### config.mk
export PLATFORM = sky130hd
export DESIGN_NAME = seq_ctrl
export DESIGN_NICKNAME = d
export VERILOG_FILES = /design/src/rtl/seq_ctrl_pkg.sv /design/src/rtl/seq_ctrl_tmo_cnt.sv /design/src/rtl/seq_ctrl.sv
export SDC_FILE = /design/constraint.sdc
export NUM_CORES = 1
export LEC_CHECK = 0
export ABC_AREA = 1
export CORE_MARGIN = 2
export CORE_UTILIZATION = 40
export CTS_CLUSTER_SIZE = 40
export DETAILED_ROUTE_END_ITERATION = 10
export GPL_ROUTABILITY_DRIVEN = 0
export RECOVER_POWER = 100
export SYNTH_ARGS = -nofsm -noshare
export SYNTH_HDL_FRONTEND = slang
export SYNTH_SLANG_ARGS = --single-unit
### constraint.sdc
create_clock -name clk -period 2.15 [get_ports clk]
set_input_delay 0.5375 -clock clk [delete_from_list [all_inputs] [get_ports clk]]
set_output_delay 0.5375 -clock clk [all_outputs]
set_load 0.1 [all_outputs]
### src/rtl/seq_ctrl_pkg.sv
// Shared types and defaults for the sequence controller that steps
// X-load, ALU compute, writeback drain and SRAM result read-back.
package seq_ctrl_pkg;

  localparam int unsigned DEF_N_RES     = 16;
  localparam int unsigned DEF_TMO       = 255;
  localparam int unsigned DEF_DRAIN_CYC = 2;
  localparam int unsigned ADDR_W        = 8;
  localparam int unsigned CNT_W         = 8;

  typedef enum logic [2:0] {
    ST_IDLE    = 3'd0,
    ST_LOAD    = 3'd1,
    ST_COMPUTE = 3'd2,
    ST_DRAIN   = 3'd3,
    ST_READ    = 3'd4,
    ST_DONE    = 3'd5,
    ST_ERR     = 3'd6
  } state_t;

endpackage

### src/rtl/seq_ctrl_tmo_cnt.sv
// Loadable up-counter with clear, enable and terminal-count flag; shared by
// the timeout and drain phases of the sequence controller.
module seq_ctrl_tmo_cnt
  import seq_ctrl_pkg::*;
#(
  parameter int unsigned W = CNT_W
) (
  input  logic         clk,
  input  logic         rst_n,
  input  logic         i_clr,
  input  logic         i_load,
  input  logic [W-1:0] i_load_val,
  input  logic         i_en,
  input  logic [W-1:0] i_tc_val,
  output logic         o_tc_c
);

  logic [W-1:0] r_cnt;

  // Clear beats load beats count.
  always_ff @(posedge clk or negedge rst_n) begin
    if (!rst_n) begin
      r_cnt <= '0;
    end else if (i_clr) begin
      r_cnt <= '0;
    end else if (i_load) begin
      r_cnt <= i_load_val;
    end else if (i_en) begin
      r_cnt <= r_cnt + W'(1);
    end
  end

  assign o_tc_c = (r_cnt == i_tc_val);

endmodule

### src/rtl/seq_ctrl.sv
// Job sequencer: LOAD -> COMPUTE -> DRAIN -> READ -> DONE with per-phase
// timeout into ERR and abort back to IDLE. Owns no datapath registers.
module seq_ctrl
  import seq_ctrl_pkg::*;
#(
  parameter int unsigned N_RES     = DEF_N_RES,
  parameter int unsigned TMO       = DEF_TMO,
  parameter int unsigned DRAIN_CYC = DEF_DRAIN_CYC
) (
  input  logic              clk,
  input  logic              rst,
  input  logic              start,
  input  logic              abort,
  input  logic              xload_done,
  input  logic              ALU_done,
  input  logic              ry,
  output logic              input_load_en,
  output logic              ALU_en,
  output logic              rd_en,
  output logic [ADDR_W-1:0] rd_addr,
  output logic              busy,
  output logic              done,
  output logic              err
);

  localparam logic [ADDR_W-1:0] LAST_ADDR = ADDR_W'(N_RES - 1);
  localparam logic [CNT_W-1:0]  TMO_TC    = CNT_W'(TMO - 1);
  localparam logic [CNT_W-1:0]  DRAIN_TC  = CNT_W'(DRAIN_CYC - 1);

  state_t            r_state;
  state_t            w_state_nxt;
  logic              w_tc;
  logic              w_cnt_clr;
  logic              w_cnt_en;
  logic [CNT_W-1:0]  w_tc_val;
  logic              r_input_load_en;
  logic              r_alu_en;
  logic              r_rd_en;
  logic [ADDR_W-1:0] r_rd_addr;
  logic              r_busy;
  logic              r_done;
  logic              r_err;

  // Counter restarts on every state entry; only the waiting phases advance it.
  assign w_cnt_clr = (w_state_nxt != r_state);
  assign w_cnt_en  = (r_state == ST_LOAD) || (r_state == ST_COMPUTE) || (r_state == ST_DRAIN);
  assign w_tc_val  = (r_state == ST_DRAIN) ? DRAIN_TC : TMO_TC;

  seq_ctrl_tmo_cnt #(
    .W (CNT_W)
  ) u_tmo_cnt (
    .clk        (clk),
    .rst_n      (rst),
    .i_clr      (w_cnt_clr),
    .i_load     (1'b0),
    .i_load_val ('0),
    .i_en       (w_cnt_en),
    .i_tc_val   (w_tc_val),
    .o_tc_c     (w_tc)
  );

  // Next state; completion inputs win over a coincident timeout, abort wins over all.
  always_comb begin
    w_state_nxt = r_state;
    case (r_state)
      ST_IDLE:    if (start) w_state_nxt = ST_LOAD;
      ST_LOAD: begin
        if (xload_done)  w_state_nxt = ST_COMPUTE;
        else if (w_tc)   w_state_nxt = ST_ERR;
      end
      ST_COMPUTE: begin
        if (ALU_done)    w_state_nxt = ST_DRAIN;
        else if (w_tc)   w_state_nxt = ST_ERR;
      end
      ST_DRAIN:   if (w_tc) w_state_nxt = ST_READ;
      ST_READ:    if (ry && (r_rd_addr == LAST_ADDR)) w_state_nxt = ST_DONE;
      ST_DONE:    w_state_nxt = ST_IDLE;
      ST_ERR:     w_state_nxt = ST_ERR;
      default:    w_state_nxt = ST_IDLE;
    endcase
    if (abort) w_state_nxt = ST_IDLE;
  end

  // State plus outputs decoded from the next state so every output is a flop.
  always_ff @(posedge clk or negedge rst) begin
    if (!rst) begin
      r_state         <= ST_IDLE;
      r_input_load_en <= 1'b0;
      r_alu_en        <= 1'b0;
      r_rd_en         <= 1'b0;
      r_rd_addr       <= '0;
      r_busy          <= 1'b0;
      r_done          <= 1'b0;
      r_err           <= 1'b0;
    end else begin
      r_state         <= w_state_nxt;
      r_input_load_en <= (w_state_nxt == ST_LOAD);
      r_alu_en        <= (w_state_nxt == ST_COMPUTE);
      r_rd_en         <= (w_state_nxt == ST_READ);
      r_busy          <= (w_state_nxt != ST_IDLE);
      r_done          <= (w_state_nxt == ST_DONE);
      r_err           <= (w_state_nxt == ST_ERR);
      // Staying in READ after an accepted read implies not last, so no wrap.
      if (w_state_nxt != ST_READ) begin
        r_rd_addr <= '0;
      end else if ((r_state == ST_READ) && ry) begin
        r_rd_addr <= r_rd_addr + ADDR_W'(1);
      end
    end
  end

  assign input_load_en = r_input_load_en;
  assign ALU_en        = r_alu_en;
  assign rd_en         = r_rd_en;
  assign rd_addr       = r_rd_addr;
  assign busy          = r_busy;
  assign done          = r_done;
  assign err           = r_err;

endmodule
==> flow_summary.ini <==
[worst_setup_path]
crit_path_max_fanout = 9
timing.critical_path.slowest_stage_cell = dfrtp_1
regToRegEndpoint = rd_addr[1]
timing.critical_path.to = rd_addr[1]
critical_path_class = flip-flop to flip-flop
crit_buf_inv = 1
worst_endpoint_required_time_ns = 2.39
crit_path_cell_trace = inv_2 > nand3_1 > nor2_1 > nor2_1 > o31ai_1 > nand3_2 > o21ai_2 > nand3_2 > a21oi_1
critical_path.startpoint_type = flip-flop
critical_path.endpoint_type = flip-flop
cpPeakStageDelay_ns = 0.50
critical_path.top_delay_family = simple AND/OR/NAND/NOR gates
timing.reg2reg.setup_slack_ns = 0.33
worst-endpoint-arrival_ns = 2.07
critPathLaunch = r_state[2]
r2r.worst_path.cells = 9
path_depth = 9
timing.rr.start = r_state[2]

[logic_synthesis]
synth.cell_area_um2 = 1380
postSynthRegisterBits = 25
synth_cell_type_count = 24
synth.yosys.warnings = 0
syn_nets = 174
synthesis.area_per_instance_um2 = 8.36
synth.yosys.seq_area_share_pct = 45.4
post_synth_inst_count = 165

[global_route]
grt_start_max_net_pins = 26
grt_most_used_layer = met2
met1_track_utilization_from_global_routing_pct = 19.2
grt_pass1_wl_um = 4730
grt_overflow = 0
grt_util_all_layers_pct = 14.8
number_of_global_route_vias_before_repair = 1093
groute.layer.met3.usage_pct = 1.98
globalRouteMet2Util_pct = 25.5
initial_antenna_violation_count = 0

[detailed_routing]
antenna_left = 0
route.detailed.vias_per_inst = 4.65
drt-pass1-iter-count = 5
via_count = 1097
routed_wirelength_um = 2670
wire_per_inst_um = 11.3
route.detailed.drc = 0
drt-initial-drc-count = 44

[timing]
worst_slew_margin_rel_pct = 63.8
clock-skew-final_ns = 0.00385
postLayoutSetupSlackWorst_ns = 0.325
holdWs_ns = 0.592
finalHoldViolations = 0
fin_crit_ns = 1.82
setup-violations-final = 0
timing.final.max_slew_violations = 0
final_min_period_over_clock_period_pct = 84.9
worst-slew-pin-transition_ns = 0.546
fin_setup_tns_ns = 0
fmaxAchievable_mhz = 548
rsz0062_at_grt = no

[clocking]
post_cts_resize_count = 0
cts_htree_levels = 1
clock-root-buffer = clkbuf_4
cts_buffer_depth = 2
clock_tree_from_tritoncts = done
cts_hold_buf = 0
cts_setup_buffers = 0
clock_insertion_delay_worst_skew_ns = 0.31
cts_made_buffers = 3
clk_pin_slew_ns = 0.13
cts.sinks = 25

[placed_design]
placement.io_buffers = 20
dpl_worst_slack_ns = 0.0285
detailedPlacementHpwl_um = 2040
post-place-cells = 232

[layout]
final_layout_size_suffix_gt1_share_pct = 18.9
syn_to_final_growth_pct = 14.5
antenna_cells_inserted = 0
finalNonFillerCells = 236
num-nets-final = 200

[die]
placement_row_count = 21
design.portCount = 21
fp.dieH_um = 62.7
full_die_area_um2 = 3930
initial_core_util_pct = 41.6
core_area_um2 = 3310
die_width_um = 62.7

[power_and_ir_drop]
max-vdd-ir-drop_v = 0.000367
p_per_cell_area_nw_per_um2 = 596
p_leak_nw = 0.766

[run]
max_cap_viol_count = 0

[status]
status = finished clean

[worst_hold_path]
hp-class = flip-flop to flip-flop
## Yosys cell counts, drive strengths merged
cell    number  area, µm²
o31ai        1       7.51
o21ai        2       13.8
dfrtp       25        626
nand2       32        135
nand4        4       25.0
nor3         1       5.00
nand3b       1       7.51
nor2        42        193
ha           2       25.0
xnor2        4       35.0
nand3       17        118
nor3b        1       7.51
inv         20       75.1
a21oi        3       18.8
xor2        10       87.6
## kinds of logic (layout without fill, tap and decap cells)
logic type,Yosys count,count (layout),share of synthesized area [%]
adder cells (fa/ha/maj),2,2,1.81
AND/OR/NAND/NOR,98,98,35.6
buffers and inverters,20,45,5.44
XOR/XNOR,14,14,8.89
flip-flops,25,25,45.4
AO/OA/AOI/OAI,6,6,2.90
## worst register-to-register path, delay by kind of cell (launching register included)
family,cells,cell delay [ns]
AND/OR/NAND/NOR,5,0.68
flip-flops,1,0.50
AO/OA/AOI/OAI,3,0.40
buffers and inverters,1,0.18
## power by group
group          internal [mW]  total [mW]  switching (mW)  leakage [nW]
clock                 0.0725       0.207           0.135        0.0150
combinational         0.0629       0.217           0.154         0.409
sequential             0.492       0.517          0.0255         0.342
total                  0.627       0.942           0.315         0.766
## per-stage QoR
step	power (mW)	utilization [%]	instance area (µm²)
finish	0.942	47.7	1580
global route	1.00	47.7	1580
CTS	0.967	49.8	1650
detailed placement	0.755	49.1	1620
global placement	0.752	49.1	1620
floorplan	0.690	-	1380
## metal layers
| layer | vias to the layer above | share of wire [%] |
|---|---|---|
| met4 | 0 | 1.5 |
| met5 | - | 0 |
| met2 | 22 | 47 |
| met3 | 6 | 3.0 |
| met1 | 504 | 48 |
| li1 | 565 | - |
## flip-flops by register name, indices dropped and copies added, names as in the netlist
signal           flops
rd_en                1
done                 1
busy                 1
err                  1
u_tmo_cnt.r_cnt      8
ALU_en               1
rd_addr              8
r_state              3
input_load_en        1
## how the worst min path moves through the flow
stage / endpoint / slack (ns) / depth (start not counted) / startpoint
global placement: rd_addr[7] / 0.55 / 2 / rd_addr[7]
floorplan: ALU_en / 0.24 / 0 / rst
CTS: r_state[0] / 0.57 / 2 / rst
finish: rd_addr[1] / 0.59 / 2 / rd_addr[1]
global route: rd_addr[1] / 0.62 / 2 / rd_addr[1]
detailed placement: rd_addr[7] / 0.57 / 2 / rd_addr[7]
## cell usage in the layout, fill, tap and decap left out
master,count
nand2_1,30
ha_1,2
nand3_2,5
nor3b_1,1
clkbuf_1,1
dfrtp_2,2
xnor2_1,4
clkbuf_4,3
dfrtp_1,23
clkbuf_2,14
nand2_2,2
o31ai_1,1
inv_2,3
o21ai_0,1
nor2_2,1
o21ai_2,1
buf_4,1
dlygate4sd3_1,1
nor2_1,37
nand3b_1,1
inv_1,17
a21oi_1,3
nand4_1,4
nor3_1,1
xor2_1,10
nand3_1,12
nor2_4,4
clkdlybuf4s50_1,5
## area by class of cell
type	count	area [µm²]
multi-input combinational	120	654
fill	356	1730
inverter	20	75.1
clock buffer	4	26.3
tap	46	57.6
timing repair buffer	21	138
sequential	25	628
Note: power is estimated with default switching activity, not from simulation.
